## src/rtl/kernel_pkg.sv

```systemverilog
`default_nettype none
// ============================================================================
// Module      : kernel_pkg
// Description : Shared types and constants for the kernel-window convolution
//               sequencer and its 8-bit multiply-accumulate datapath.
//               - seq_state_t : sequencer state encoding
//               - operand_t   : 8-bit operand type shared with the accumulator
//               - COORD_W_DEF : default tap-coordinate width
//               - SIZE_MAX    : largest supported kernel side length
// Revision    : 1.0 - initial release
// ============================================================================
package kernel_pkg;

    localparam int COORD_W_DEF = 4;
    localparam int SIZE_MAX    = 15;

    typedef logic [7:0] operand_t;

    typedef enum logic [2:0] {
        S_IDLE  = 3'd0,
        S_CLR   = 3'd1,
        S_CLRW  = 3'd2,
        S_FETCH = 3'd3,
        S_ISSUE = 3'd4,
        S_WAIT  = 3'd5,
        S_DONE  = 3'd6
    } seq_state_t;

endpackage
`default_nettype wire

```

## src/rtl/kernel_index_counter.sv

```systemverilog
`default_nettype none
// ============================================================================
// Module      : kernel_index_counter
// Description : Raster x/y tap counter for a SIZE x SIZE kernel window.
//               x advances first; at SIZE-1 it wraps to 0 and y increments.
// Ports       : clk, n_rst (sync, active-low)
//               i_clr  - zero both coordinates
//               i_adv  - step to the next tap in raster order
//               o_x/o_y - current tap coordinates
//               o_last  - combinational: current tap is (SIZE-1, SIZE-1)
// Revision    : 1.0 - initial release
// ============================================================================
module kernel_index_counter
    import kernel_pkg::*;
#(
    parameter int SIZE    = 3,
    parameter int COORD_W = COORD_W_DEF
) (
    input  logic               clk,
    input  logic               n_rst,
    input  logic               i_clr,
    input  logic               i_adv,
    output logic [COORD_W-1:0] o_x,
    output logic [COORD_W-1:0] o_y,
    output logic               o_last
);

    localparam logic [COORD_W-1:0] C_MAX = COORD_W'(SIZE - 1);

    logic [COORD_W-1:0] r_x;
    logic [COORD_W-1:0] r_y;

    always_ff @(posedge clk) begin
        if (!n_rst || i_clr) begin
            r_x <= '0;
            r_y <= '0;
        end else if (i_adv) begin
            if (r_x == C_MAX) begin
                r_x <= '0;
                r_y <= r_y + 1'b1;
            end else begin
                r_x <= r_x + 1'b1;
            end
        end
    end

    assign o_x    = r_x;
    assign o_y    = r_y;
    assign o_last = (r_x == C_MAX) && (r_y == C_MAX);

endmodule
`default_nettype wire

```

## src/rtl/kernel_conv_sequencer.sv

```systemverilog
`default_nettype none
// ============================================================================
// Module      : kernel_conv_sequencer
// Description : Sequences one SIZE x SIZE kernel-window convolution on the
//               8-bit MAC datapath: clear accumulator, then per tap fetch
//               operands, issue one accumulate and wait for ready; finally
//               latch the 8-bit sum and pulse done.
// Ports       : clk, n_rst (sync, active-low), go, busy, done, result
//               fetch_req/cur_x/cur_y/fetch_valid/fetch_kv/fetch_pv : operand fetch
//               acc_clear/acc_start/acc_kv/acc_pv                   : to accumulator
//               acc_ready/acc_clear_flag/acc_sum                    : from accumulator
// Options     : KSEQ_SKIP_ZERO_EN - taps with a zero coefficient are skipped
//               straight from FETCH (no accumulate issued, 1 cycle per tap).
// Revision    : 1.0 - initial release
// ============================================================================
module kernel_conv_sequencer
    import kernel_pkg::*;
#(
    parameter int SIZE    = 3,
    parameter int COORD_W = COORD_W_DEF
) (
    input  logic               clk,
    input  logic               n_rst,
    input  logic               go,
    output logic               busy,
    output logic               done,
    output logic [7:0]         result,
    output logic               fetch_req,
    output logic [COORD_W-1:0] cur_x,
    output logic [COORD_W-1:0] cur_y,
    input  logic               fetch_valid,
    input  logic [7:0]         fetch_kv,
    input  logic [7:0]         fetch_pv,
    output logic               acc_clear,
    output logic               acc_start,
    output logic [7:0]         acc_kv,
    output logic [7:0]         acc_pv,
    input  logic               acc_ready,
    input  logic               acc_clear_flag,
    input  logic [7:0]         acc_sum
);

    seq_state_t r_state;
    operand_t   r_result;
    operand_t   r_acc_kv;
    operand_t   r_acc_pv;

    logic w_last;
    logic w_skip;
    logic w_adv;

`ifdef KSEQ_SKIP_ZERO_EN
    assign w_skip = (r_state == S_FETCH) && fetch_valid && (fetch_kv == 8'h00);
`else
    assign w_skip = 1'b0;
`endif

    // Coordinates step either after an accumulate completes or on a skipped
    // tap; the last tap never advances so cur_x/cur_y stay put through DONE.
    assign w_adv = !w_last &&
                   (((r_state == S_WAIT) && acc_ready) || w_skip);

    kernel_index_counter #(
        .SIZE    (SIZE),
        .COORD_W (COORD_W)
    ) u_index (
        .clk    (clk),
        .n_rst  (n_rst),
        .i_clr  (r_state == S_CLRW),
        .i_adv  (w_adv),
        .o_x    (cur_x),
        .o_y    (cur_y),
        .o_last (w_last)
    );

    always_ff @(posedge clk) begin
        if (!n_rst) begin
            r_state  <= S_IDLE;
            r_result <= '0;
            r_acc_kv <= '0;
            r_acc_pv <= '0;
        end else begin
            case (r_state)
                S_IDLE:  if (go) r_state <= S_CLR;
                S_CLR:   r_state <= S_CLRW;
                S_CLRW:  if (acc_clear_flag) r_state <= S_FETCH;
                S_FETCH: begin
                    if (fetch_valid) begin
                        if (w_skip) begin
                            if (w_last) begin
                                r_result <= acc_sum;
                                r_state  <= S_DONE;
                            end
                        end else begin
                            // Operands are held from here until the next
                            // capture: the accumulator reads them the cycle
                            // after start.
                            r_acc_kv <= fetch_kv;
                            r_acc_pv <= fetch_pv;
                            r_state  <= S_ISSUE;
                        end
                    end
                end
                S_ISSUE: if (acc_ready) r_state <= S_WAIT;
                S_WAIT: begin
                    if (acc_ready) begin
                        if (w_last) begin
                            // Sum is final once the accumulator reports ready.
                            r_result <= acc_sum;
                            r_state  <= S_DONE;
                        end else begin
                            r_state <= S_FETCH;
                        end
                    end
                end
                S_DONE:  r_state <= S_IDLE;
                default: r_state <= S_IDLE;
            endcase
        end
    end

    assign busy      = (r_state != S_IDLE);
    assign done      = (r_state == S_DONE);
    assign result    = r_result;
    assign fetch_req = (r_state == S_FETCH);
    assign acc_clear = (r_state == S_CLR);
    // Start depends on ready so a stalled accumulator sees no start pulse;
    // CLR and ISSUE are distinct states, so clear and start never overlap.
    assign acc_start = (r_state == S_ISSUE) && acc_ready;
    assign acc_kv    = r_acc_kv;
    assign acc_pv    = r_acc_pv;

endmodule
`default_nettype wire

```

## config.mk

```make
export PLATFORM = sky130hd
export DESIGN_NAME = kernel_conv_sequencer
export DESIGN_NICKNAME = d
export VERILOG_FILES = /design/src/rtl/kernel_pkg.sv /design/src/rtl/kernel_index_counter.sv /design/src/rtl/kernel_conv_sequencer.sv
export SDC_FILE = /design/constraint.sdc
export NUM_CORES = 1
export LEC_CHECK = 0
export CAP_MARGIN = 15
export CORE_MARGIN = 1
export CORE_UTILIZATION = 42
export CTS_BUF_LIST = sky130_fd_sc_hd__clkbuf_4 sky130_fd_sc_hd__clkbuf_8 sky130_fd_sc_hd__clkbuf_16
export DETAILED_ROUTE_END_ITERATION = 8
export GPL_TIMING_DRIVEN = 1
export PLACE_DENSITY = 0.75
export SLEW_MARGIN = 20
export SYNTH_ARGS = -nofsm -noshare
export SYNTH_HDL_FRONTEND = slang
export SYNTH_SLANG_ARGS = --single-unit
```

## constraint.sdc

```tcl
create_clock -name clk -period 2.2 [get_ports clk]
set_clock_uncertainty 0.15 [all_clocks]
set_input_delay 0.22 -clock clk [delete_from_list [all_inputs] [get_ports clk]]
set_output_delay 0.22 -clock clk [all_outputs]
set_load 0.02 [all_outputs]
```

==> impl_metrics.env, run 1 <==
export IMPL_drv_cap=0
export IMPL_antenna_found_initial=0
export IMPL_insertion_delay_ns=0.28
export IMPL_min_period_ns=2.10
export IMPL_track_usage_pct=18.0
export IMPL_die_h_um=63.2
export IMPL_clkSinkCount=35
export IMPL_p_int_w=0.000989
export IMPL_die_area_mm2=0.00399
export IMPL_rows=21
export IMPL_synth_seq_cells=35
export IMPL_cts_tree="done"
export IMPL_hold_path_class="reg -> reg"
export IMPL_critical_path_peak_fanout=11
export IMPL_seqPwrFrac_pct=50.9
export IMPL_startpoint_type="flip-flop"
export IMPL_routed_wl_um=3390
export IMPL_tns_ns=0
export IMPL_clockRootBuffer="clkbuf_8"
export IMPL_synth_net_count=202
export IMPL_firstDrtPassIters=4
export IMPL_drv_slew=0
export IMPL_port_buffers=66
export IMPL_post_route_cell_area_mm2=0.00232
export IMPL_cts_buffer_depth=2
export IMPL_ir_drop_v=0.000384
export IMPL_ys_types=39
export IMPL_vias=1397
export IMPL_yosysTopAreaCell="dfxtp_1"
export IMPL_grt_max_degree=24
export IMPL_area_growth_pct=47.9
export IMPL_cts_reportedPaths_clkPinSlew_ns=0.07
export IMPL_syn_inst=170
export IMPL_placed_cell_area_mm2=0.00223
export IMPL_die_w_um=63.2
export IMPL_clock_power_share_pct=35.2
export IMPL_wl_per_cell_um=12.0
export IMPL_drive_above_1_share_pct=8.05
export IMPL_drc_errors=0
export IMPL_finalSetupViolations=0
export IMPL_ctsHoldBuffers=0
export IMPL_p_comb_share_pct=13.9
export IMPL_cp_required_ns=1.83
export IMPL_drtIter0Drc=58
export IMPL_whs_ns=0.314
export IMPL_ant_nets=0
export IMPL_grt_setup_unrepaired="false"
export IMPL_status="complete, no violations"
export IMPL_cp_arrival_ns=1.73
export IMPL_syn_area_per_cell_um2=9.24
export IMPL_globalplace_congestion=0.746
export IMPL_reg2reg_depth=4
export IMPL_final_core_util_pct=67.0
export IMPL_grt_overflow_total=0
export IMPL_grt_pass1_vias=1315
export IMPL_hold_viol=0
export IMPL_netlist_area_mm2=0.00157
export IMPL_post_cts_buffers=0
export IMPL_core_area_mm2=0.00347
export IMPL_dp_hpwl_um=2480
export IMPL_relSlewSlack_pct=61.0
export IMPL_grt_pass1_wl_um=5620
export IMPL_synth_area_leaders="dfxtp_1, nand2_1, a21boi_0"
export IMPL_fin_crit_sh_pct=95.4
export IMPL_finalWorstSetupSlack_ns=0.102
export IMPL_worstSetupEndpointType="output pin"
export IMPL_htree_num_levels=2
export IMPL_seq_area_frac_synth_pct=44.6
export IMPL_power_density_mw_per_mm2=567
export IMPL_initial_core_util_pct=45.3
export IMPL_synth_top_area_share_pct=44.6
export IMPL_worstHoldPathCells=2
export IMPL_cts_buffers=5
export IMPL_finalNetCount=267
export IMPL_fmax_mhz=477
export IMPL_path_class="reg -> out"
export IMPL_yosys_warnings=0
export IMPL_insertedDiodeCount=0
export IMPL_p_leak_nw=0.859
export IMPL_pre_cts_slack_ns=0.194
export IMPL_via_per_inst=4.95
export IMPL_worst_pin_slew_ns=0.582
export IMPL_net_switching_power_w=0.000328
export IMPL_io_pins=67
export IMPL_switching_share_pct=24.9
routing by layer:
metal	track usage (%)	share of wire (%)	vias up
met3	8.88	8.4	6
met2	31.3	48	42
met4	5.97	1.3	0
li1	-	-	707
met5	0	0	-
met1	18.8	43	642
worst paths after layout:
| path | from | end | slack, ns |
|---|---|---|---|
| worst min register to register | acc_kv[0] | acc_kv[0] | 0.31 |
| worst max register to register | r_state[0] | acc_kv[1] | 0.38 |
| worst min-delay path | acc_kv[0] | acc_kv[0] | 0.31 |
| worst max-delay path | r_state[1] | acc_start | 0.10 |
worst max-delay path: stages, from the launching register on:
cell,delay (ns)
dfxtp_2,0.37
nand2b_1,0.18
nor3b_1,0.25
clkdlybuf4s50_1,0.64
placed cells by master, fill, tap and decap left out, types with 2 or more instances in the layout:
cell type	n
nor2b_1	8
dfxtp_2	2
xor2_1	4
a21boi_0	16
mux2i_1	10
a21oi_1	4
nor2_1	9
inv_1	3
and2_1	2
nand2_1	38
ha_1	2
clkbuf_8	5
xnor2_1	2
clkdlybuf4s50_1	65
nand4_1	3
dfxtp_1	33
nor3b_1	4
buf_4	2
cell type report:
class                   count  area [um2]
multi-input cells         122         788
fillers                   303        1140
clock inverters             2        12.5
flip-flops and latches     35         703
clock buffers               6        76.3
repair buffers             68         674
well taps                  46        57.6
inverters                   3        11.3
registers in the layout, indices dropped and copies added, names as in the netlist:
signal and flops:
acc_pv 8, u_index.o_x 4, acc_kv 8, u_index.o_y 4
r_state 3, result 8
synth_stat cells:
master	number
a21boi_0	16
a21o_2	1
a21oi_1	4
a311oi_1	1
a31oi_1	1
and2_1	2
and3_4	1
and3b_1	1
and4b_2	1
buf_2	1
buf_4	3
buf_6	2
clkbuf_1	3
clkdlybuf4s15_1	1
dfxtp_1	35
ha_1	2
inv_1	3
mux2i_1	10
nand2_1	38
nand2b_1	1
nand3_1	1
nand3_4	1
nand4_1	3
nor2_1	9
nor2b_1	8
nor3_1	1
nor3b_1	4
nor4b_1	1
nor4b_4	1
o21a_1	1
o21ai_1	1
o221ai_1	1
o31ai_1	1
or2b_2	1
or3_1	1
or3b_1	1
or3b_2	1
xnor2_1	2
xor2_1	4
power groups by stage:
stage	registers, W	logic [W]	clock network (W)
6_report	0.000671	0.000183	0.000464
4_1_cts	0.000670	0.000184	0.000477
2_1_floorplan	0.000678	0.0000959	0
5_1_grt	0.000675	0.000197	0.000504
3_3_place_gp	0.000682	0.000181	0
3_5_place_dp	0.000684	0.000183	0
metrics by stage:
step                      instances  power (W)
after detailed placement        274   0.000868
final                           282    0.00132
after CTS                       282    0.00133
after floorplan                 170   0.000774
after global placement          274   0.000863
after global routing            282    0.00138
cells by family after synthesis:
| kind of cell | share of synthesized area [%] |
|---|---|
| and+or+nand+nor | 26.6 |
| xor gates and xnor gates | 3.34 |
| buffers and inverters | 5.25 |
| muxes | 6.37 |
| AOI/OAI and AO/OA | 12.3 |
| adders and majority gates | 1.59 |
| DFF | 44.6 |
what timing repair did:
action                     CTS  global route
pin swaps                    0             0
setup endpoints to repair    1             1
gates resized for setup      2             1
Power figures use the tool's default switching activity.
==> inputs of run 2 (changes only) <==
Settings changed: CAP_MARGIN 15 to 0.
==> results of run 2 <==
No change in the layout: final DEF, timing and power equal those of run 1.
==> inputs of run 3 (changes only) <==
Settings changed: PLACE_DENSITY 0.75 to 0.88.
==> impl_metrics.env, run 3 (same netlist as run 1, synthesis figures left out) <==
export IMPL_most_common_layout_cells="clkdlybuf4s50_1, nand2_1, dfxtp_1, a21boi_0, mux2i_1"
export IMPL_drc_errors=0
export IMPL_dp_hpwl_um=2320
export IMPL_htree_num_levels=2
export IMPL_critPathTopFamily="buffers and inverters"
export IMPL_final_common_cell="clkdlybuf4s50_1"
export IMPL_finalNetCount=266
export IMPL_min_period_ns=2.05
export IMPL_tns_ns=0
export IMPL_port_buffers=66
export IMPL_fmax_mhz=488
export IMPL_hold_viol=0
export IMPL_area_growth_pct=47.5
export IMPL_grt_overflow_total=0
export IMPL_cp_cell_sequence="nand2b_1 > nor3b_1 > clkdlybuf4s50_1"
export IMPL_via_per_inst=4.80
export IMPL_rows=21
export IMPL_reg2reg_depth=4
export IMPL_hold_path_class="reg -> reg"
export IMPL_worstHoldPathCells=2
export IMPL_die_area_mm2=0.00399
export IMPL_worstSetupEndpointType="output pin"
export IMPL_drtIter0Drc=63
export IMPL_r2r_start="r_state[0]"
export IMPL_cts_buffer_depth=2
export IMPL_routed_wl_um=3330
export IMPL_status="complete, no violations"
export IMPL_pre_cts_slack_ns=0.246
export IMPL_io_pins=67
export IMPL_post_route_cell_area_mm2=0.00232
export IMPL_finalWorstSetupSlack_ns=0.151
export IMPL_grt_max_degree=18
export IMPL_worst_path_largest_cell_delay_ns=0.63
export IMPL_rr_endpoint="acc_pv[1]"
export IMPL_ant_nets=0
export IMPL_grt_pass1_vias=1252
export IMPL_drv_cap=0
export IMPL_grt_setup_unrepaired="false"
export IMPL_ctsHoldBuffers=0
export IMPL_core_area_mm2=0.00347
export IMPL_drive_above_1_share_pct=7.26
export IMPL_critical_path_peak_fanout=11
export IMPL_wl_per_cell_um=11.9
export IMPL_antenna_found_initial=0
export IMPL_power_density_mw_per_mm2=567
export IMPL_insertedDiodeCount=0
export IMPL_ir_drop_v=0.000370
export IMPL_vias=1344
export IMPL_p_leak_nw=0.870
export IMPL_hold_end="acc_pv[4]"
export IMPL_placed_cell_area_mm2=0.00223
export IMPL_fin_crit_sh_pct=93.2
export IMPL_initial_core_util_pct=45.3
export IMPL_clockRootBuffer="clkbuf_8"
export IMPL_path_buf_inv=1
export IMPL_worst_pin_slew_ns=0.593
export IMPL_cts_reportedPaths_clkPinSlew_ns=0.07
export IMPL_met3_usage_pct=5.80
export IMPL_cts_tree="done"
export IMPL_cpMaxStageDelayCell="clkdlybuf4s50_1"
export IMPL_reg2reg_setup_slack_ns=0.40
export IMPL_grt_pass1_wl_um=5530
export IMPL_grt_use_met2_pct=29.4
export IMPL_met1_usage_pct=20.3
export IMPL_die_h_um=63.2
export IMPL_startpoint_type="flip-flop"
export IMPL_grt_busiest_layer="met2"
export IMPL_globalplace_congestion=0.776
export IMPL_insertion_delay_ns=0.28
export IMPL_cts_buffers=5
export IMPL_post_cts_buffers=0
export IMPL_relSlewSlack_pct=60.2
export IMPL_clkSinkCount=35
export IMPL_die_w_um=63.2
export IMPL_finalSetupViolations=0
export IMPL_cp_arrival_ns=1.68
export IMPL_track_usage_pct=17.7
export IMPL_holdCritStartpoint="acc_pv[4]"
export IMPL_drv_slew=0
export IMPL_cp_required_ns=1.83
export IMPL_path_class="reg -> out"
export IMPL_firstDrtPassIters=4
## run 3: final cells by class
class,count,area (um2)
multi-input combinational,122,788
clock buffer,6,82.6
inverter,3,11.3
fill,302,1150
tap,46,57.6
clock inverter,1,5.00
timing repair buffer,67,671
sequential,35,703
## run 3: worst register-to-register path: stages (launching register included)
cell,delay [ns]
dfxtp_1,0.51
and3b_1,0.25
and2_1,0.53
nand2_1,0.13
a21boi_0,0.17
## run 3: per-stage QoR
step	hold WS, ns	total power (W)	util (%)	cells
6_report	0.312	0.00132	66.8	280
3_3_place_gp	0.299	0.000864	64.2	273
3_5_place_dp	0.307	0.000866	64.2	273
2_1_floorplan	0.215	0.000774	-	170
4_1_cts	0.317	0.00133	66.7	280
5_1_grt	0.329	0.00139	66.8	280
## run 3: power by group
| group | internal (W) | switching, W | leakage (nW) |
|---|---|---|---|
| combinational | 0.000107 | 0.0000738 | 0.539 |
| sequential | 0.000649 | 0.0000216 | 0.283 |
| clock | 0.000245 | 0.000218 | 0.0470 |
## run 3: layer usage
layer  up-vias  routed length, um  part of all wire (%)
met5         -                  0                     0
met4         0                 61                   1.8
met3         7                243                   7.3
met2        48               1490                    45
met1       595               1540                    46
li1        694                  -                     -
## run 3: worst max path at each step
| stage | from | depth (start not counted) | slack, ns | endpoint |
|---|---|---|---|---|
| after global routing | r_state[0] | 2 | 0.03 | fetch_req |
| after global placement | acc_ready | 3 | 0.28 | acc_start |
| after floorplan | u_index.o_y[1] | 4 | 0.40 | u_index.o_x[1] |
| after CTS | r_state[1] | 3 | 0.05 | done |
| final | r_state[1] | 3 | 0.15 | acc_start |
| after detailed placement | acc_ready | 3 | 0.25 | acc_start |
## run 3: what timing repair did
item / in CTS / in global routing
endpoints found under the hold margin: 0 / 0
gates resized for setup: 1 / 2
pin swaps: 0 / 0
setup endpoints to repair: 1 / 2
cloned: 0 / 0
==> RTL edit 1, RTL diff (flow settings as in run 1) <==
Re-encode `seq_state_t` (7 states) as one-hot, 7 bits wide.
--- a/src/rtl/kernel_pkg.sv
+++ b/src/rtl/kernel_pkg.sv
@@ -17,12 +17,12 @@
     typedef logic [7:0] operand_t;
 
-    typedef enum logic [2:0] {
-        S_IDLE  = 3'd0,
-        S_CLR   = 3'd1,
-        S_CLRW  = 3'd2,
-        S_FETCH = 3'd3,
-        S_ISSUE = 3'd4,
-        S_WAIT  = 3'd5,
-        S_DONE  = 3'd6
+    typedef enum logic [6:0] {
+        S_IDLE  = 7'b0000001,
+        S_CLR   = 7'b0000010,
+        S_CLRW  = 7'b0000100,
+        S_FETCH = 7'b0001000,
+        S_ISSUE = 7'b0010000,
+        S_WAIT  = 7'b0100000,
+        S_DONE  = 7'b1000000
     } seq_state_t;
 
Formal check against the unedited RTL: no difference found for any inputs over 10 cycles, from zero or initial values and one cycle with n_rst low; not proved beyond that.
==> RTL edit 1 against run 1 <==
Worst setup slack got worse by 0.021 ns; synthesized area up 11%; cell area increased by 14%; wire length rose by 24%; cell count increased by 15%; global-route usage up 2.2 points; sequential share of layout area shrank 0.72 points; sequential cell count increased by 4; critical path type is now reg -> reg; critical endpoint is now r_state[3]$_SDFFE_PN0P_.
Power is not compared: it rests on default switching activity, and its combinational part moved more than twofold at a synthesized area within 25%.
==> RTL edit 1: results (changes against run 1) <==
Parameter                              Value

Status
  Status    completed (unchanged)

Clock network
  Clock transition at the registers of the reported paths    0.07 ns (about the same)
  Root buffer selected by CTS    clkbuf_8 (unchanged)
  Cts bufs inserted    5 (unchanged)
  Buffers from clock root to sink, at most    2 (unchanged)
  Clock Latency Late Sink    0.28 ns (about the same)

Placement
  Final estimated routing congestion in global placement    0.812 (was 0.746)
  Post-Place Cell Area    2550 µm² (was 2230 µm²)
  Total of buffers placed on input and output ports    66 (unchanged)
  Worst slack, placed    -0.0260 ns (was 0.194 ns)
  Half-perimeter wire length of the detailed placement result    3.09 mm (was 2.48 mm)
  Cells after DPL    318 (was 274)

Synthesis
  Post-synth top cells    dfxtp_1, nor2_1, mux2i_1, a21oi_1, o21ai_0 (was nand2_1, dfxtp_1, a21boi_0, mux2i_1, nor2_1)
  Sequential share of the synthesized area    45.0% (was 44.6%)
  Adder-cell share of the synthesized area    1.44% (was 1.59%)
  Synth Area per Inst    8.91 µm² (was 9.24 µm²)
  Compound-Gate Fraction of Synth Area    14.2% (was 12.3%)
  Post-synthesis mux area share    9.80% (was 6.37%)
  Most used DFF post-synth    dfxtp_1 (unchanged)
  Cell types with the largest area share after synthesis    dfxtp_1, mux2i_1, a21oi_1 (was dfxtp_1, nand2_1, a21boi_0)
  Library cells used by synthesis    41 (was 39)
  Synth Area in XOR/XNOR    1.01% (was 3.34%)
  Number of nets in the synthesized netlist    227 (was 202)
  Ys Warns    0 (unchanged)

Cells and area
  Fin nets    307 (was 267)
  Fraction of layout instances using a drive strength above 1    12.0% (was 8.05%)
  Final cell count without fillers    325 (was 282)

Critical path
  CP max stage delay    0.59 ns (was 0.64 ns)
  CP top delay family    simple AND/OR/NAND/NOR gates (was buffers and inverters)
  Register-to-register setup slack    0.08 ns (was 0.38 ns)
  Critical path type    reg -> reg (was reg -> out)
  Slowest cell on crit path    or4_1 (was clkdlybuf4s50_1)
  Worst setup path endpoint    r_state[3]$_SDFFE_PN0P_ (was acc_start)
  Arrival time reported for the critical path endpoint    2.14 ns (was 1.73 ns)
  Number of cells traversed by the worst register-to-register path    5 (was 4)
  Largest fanout on the critical path    5 (was 11)
  Beginning of the worst register-to-register path    r_state[0]$_SDFFE_PN1P_ (was r_state[0]$_SDFFE_PN0P_)

Hold path
  Path type of the worst min-delay path    reg -> reg (unchanged)

Timing
  Final Critical Period    2.12 ns (was 2.10 ns)
  Max-slew headroom    71.1% (was 61.0%)

GRT
  Global-route wire length before repair    6.81 mm (was 5.62 mm)
  Pin count of the biggest net entering global routing    25 (was 24)
  Number of global-route vias before repair    1568 (was 1315)
  Global Route Usage Sum    20.3% (was 18.0%)

Routing
  Routed length per instance    12.9 µm (was 12.0 µm)
  Vias per cell    5.24 (was 4.95)
  Number of optimization iterations in the first detailed-route pass    4 (unchanged)
  Number of DRC markers after the initial detailed-route iteration    93 (was 58)

Power and ir drop
  Leak Pwr    1.08 nW

Floorplanning
  DIE AREA    4400 µm² (was 3990 µm²)
RTL edit 1: layout make-up:
type / instances / area, µm²
clock buffers: 6 / 82.6
clock inverters: 1 / 5.00
fillers: 338 / 1330
inverters: 5 / 18.8
multi-input cells: 139 / 895
flip-flops and latches: 39 / 781
well taps: 50 / 62.6
repair buffers: 85 / 798
RTL edit 1: power by group:
group | total, mW | internal (mW) | leakage, nW | switching [mW]
Clock | 0.474 | 0.246 | 0.0470 | 0.229
Combinational | 0.368 | 0.184 | 0.715 | 0.184
Sequential | 0.737 | 0.726 | 0.315 | 0.0108
Total | 1.58 | 1.16 | 1.08 | 0.424
RTL edit 1: worst min-delay path by stage:
stage	slack, ns	start	cells past startpoint	endpoint
final	0.33	result[0]$_SDFFE_PN0P_	2	result[0]$_SDFFE_PN0P_
after CTS	0.33	result[7]$_SDFFE_PN0P_	2	result[7]$_SDFFE_PN0P_
after global routing	0.36	result[1]$_SDFFE_PN0P_	2	result[1]$_SDFFE_PN0P_
after global placement	0.31	result[5]$_SDFFE_PN0P_	2	result[5]$_SDFFE_PN0P_
after detailed placement	0.32	result[7]$_SDFFE_PN0P_	2	result[7]$_SDFFE_PN0P_
after floorplan	0.21	fetch_kv[0]	2	acc_kv[0]$_SDFFE_PN0P_
RTL edit 1: what timing repair did:
| action | 4_1_cts | 5_1_grt |
|---|---|---|
| resized for setup | 8 | 4 |
| gates cloned | 0 | 0 |
| hold buffers | 0 | 0 |
| setup endpoints to repair | 4 | 4 |
RTL edit 1: per-layer routing:
| metal | routed length, µm | vias to the layer above | global-route usage, % |
|---|---|---|---|
| li1 | - | 863 | - |
| met1 | 1990 | 774 | 25.7 |
| met2 | 1840 | 57 | 31.1 |
| met3 | 292 | 9 | 7.41 |
| met4 | 65 | 0 | 7.71 |
| met5 | 0 | - | 0 |
==> RTL edit 2, RTL diff (flow settings as in run 1) <==
Made on the original files. The package constant `COORD_W_DEF` goes from 4 to 6.
--- a/src/rtl/kernel_pkg.sv
+++ b/src/rtl/kernel_pkg.sv
@@ -12,5 +12,5 @@
 package kernel_pkg;
 
-    localparam int COORD_W_DEF = 4;
+    localparam int COORD_W_DEF = 6;
     localparam int SIZE_MAX    = 15;
 
Ports: changed (resized cur_x and cur_y); port bits go from 67 to 71. The function was not compared with the original's and may differ.
==> RTL edit 2 against run 1 <==
Largest cell class unchanged; wire length increased by 25%; combinational power up 9%; worst setup slack worse by 0.025 ns; cell area increased by 19%; synthesized area grew 13%; sequential cell count increased by 4; critical path type is now reg -> reg; critical endpoint is now u_index.o_y[5]$_SDFFE_PP0P_; total power rose by 17%; hold slack got worse by 0.0057 ns.
==> RTL edit 2: results (changes against run 1) <==
Parameter                              Value

Synthesis
  Compound-Gate Fraction of Synth Area    15.5% (was 12.3%)
  Post-synth top cells    nand2_1, dfxtp_1, a21boi_0, clkbuf_1 (was nand2_1, dfxtp_1, a21boi_0, mux2i_1, nor2_1)
  Synth Area in XOR/XNOR    1.98% (was 3.34%)
  Number of nets in the synthesized netlist    245 (was 202)
  Library cells used by synthesis    37 (was 39)
  Post-synthesis mux area share    5.08% (was 6.37%)
  Sequential share of the synthesized area    44.0% (was 44.6%)
  Adder-cell share of the synthesized area    2.82% (was 1.59%)
  Cell types with the largest area share after synthesis    dfxtp_1, nand2_1, a21boi_0 (unchanged)

Cells and area
  Syn-to-layout area delta    56.1% (was 47.9%)
  Num sequential    39 (was 35)
  Final cell count without fillers    344 (was 282)
  Layout inverter count without the clock tree    7 (was 3)
  Number of inserted filler cells in the final layout    338 (was 303)
  Non-clock buffer contribution to total cell area    30.7% (was 29.0%)
  Utilization of the core after routing    68.7% (was 67.0%)
  Non-clock buffer instance count of the final layout    88 (was 68)

Hold path
  Hold path startpoint    result[6]$_SDFFE_PN0P_ (was acc_kv[0]$_SDFFE_PN0P_)

Critical path
  CP top delay family    simple AND/OR/NAND/NOR gates (was buffers and inverters)
  CP max stage delay    0.46 ns (was 0.64 ns)
  Beginning of the worst register-to-register path    u_index.o_x[0]$_SDFFE_PP0P_ (was r_state[0]$_SDFFE_PN0P_)
  Largest fanout on the critical path    2 (was 11)

Placement
  Post-Place Cell Area    2610 µm² (was 2230 µm²)
  Half-perimeter wire length of the detailed placement result    2.96 mm (was 2.48 mm)
  Worst slack, placed    -0.0111 ns (was 0.194 ns)
  Cells after DPL    333 (was 274)
  Total of buffers placed on input and output ports    70 (was 66)

Power and ir drop
  Worst IR Drop VDD    0.409 mV (was 0.384 mV)
  Clock share of power    40.0% (was 35.2%)
  Power dissipated by switching net loads    345 µW (was 328 µW)
  Leak Pwr    0.988 nW (was 0.859 nW)
  Power Combinational    200 µW (was 183 µW)

Timing
  Worst-margin pin slew    0.405 ns (was 0.582 ns)
  Tightest hold margin    0.308 ns (was 0.314 ns)
  Final Cycle Share    96.5% (was 95.4%)

Status
  Status    completed (unchanged)

GRT
  Number of global-route vias before repair    1414 (was 1315)
  Met1 routing resource usage after global routing    25.4% (was 18.8%)
  Routing usage on met3    6.51% (was 8.88%)
  Pin count of the biggest net entering global routing    37 (was 24)

Clock network
  Number of instances resized during post-cts repair    4 (was 2)

Routing
  Sum of met2 wire segment lengths after detailed routing    1.89 mm (was 1.61 mm)
-- RTL edit 2: cell count changes after synthesis, moves of 3 or more --
cell / change
nand2_1: +20
clkbuf_1: +8
nor2b_1: -8
dfxtp_1: +4
inv_1: +4
o21ai_0: +4
and3_1: +3
buf_4: -3
nor3b_1: -3
o21a_1: +3
-- RTL edit 2: worst max path at each step --
stage	to	start
floorplan	u_index.o_y[5]$_SDFFE_PP0P_	u_index.o_x[0]$_SDFFE_PP0P_
global placement	u_index.o_y[5]$_SDFFE_PP0P_	u_index.o_x[0]$_SDFFE_PP0P_
detailed placement	u_index.o_y[5]$_SDFFE_PP0P_	u_index.o_x[0]$_SDFFE_PP0P_
CTS	u_index.o_y[5]$_SDFFE_PP0P_	u_index.o_x[0]$_SDFFE_PP0P_
global route	u_index.o_y[5]$_SDFFE_PP0P_	u_index.o_x[0]$_SDFFE_PP0P_
finish	u_index.o_y[5]$_SDFFE_PP0P_	u_index.o_x[0]$_SDFFE_PP0P_
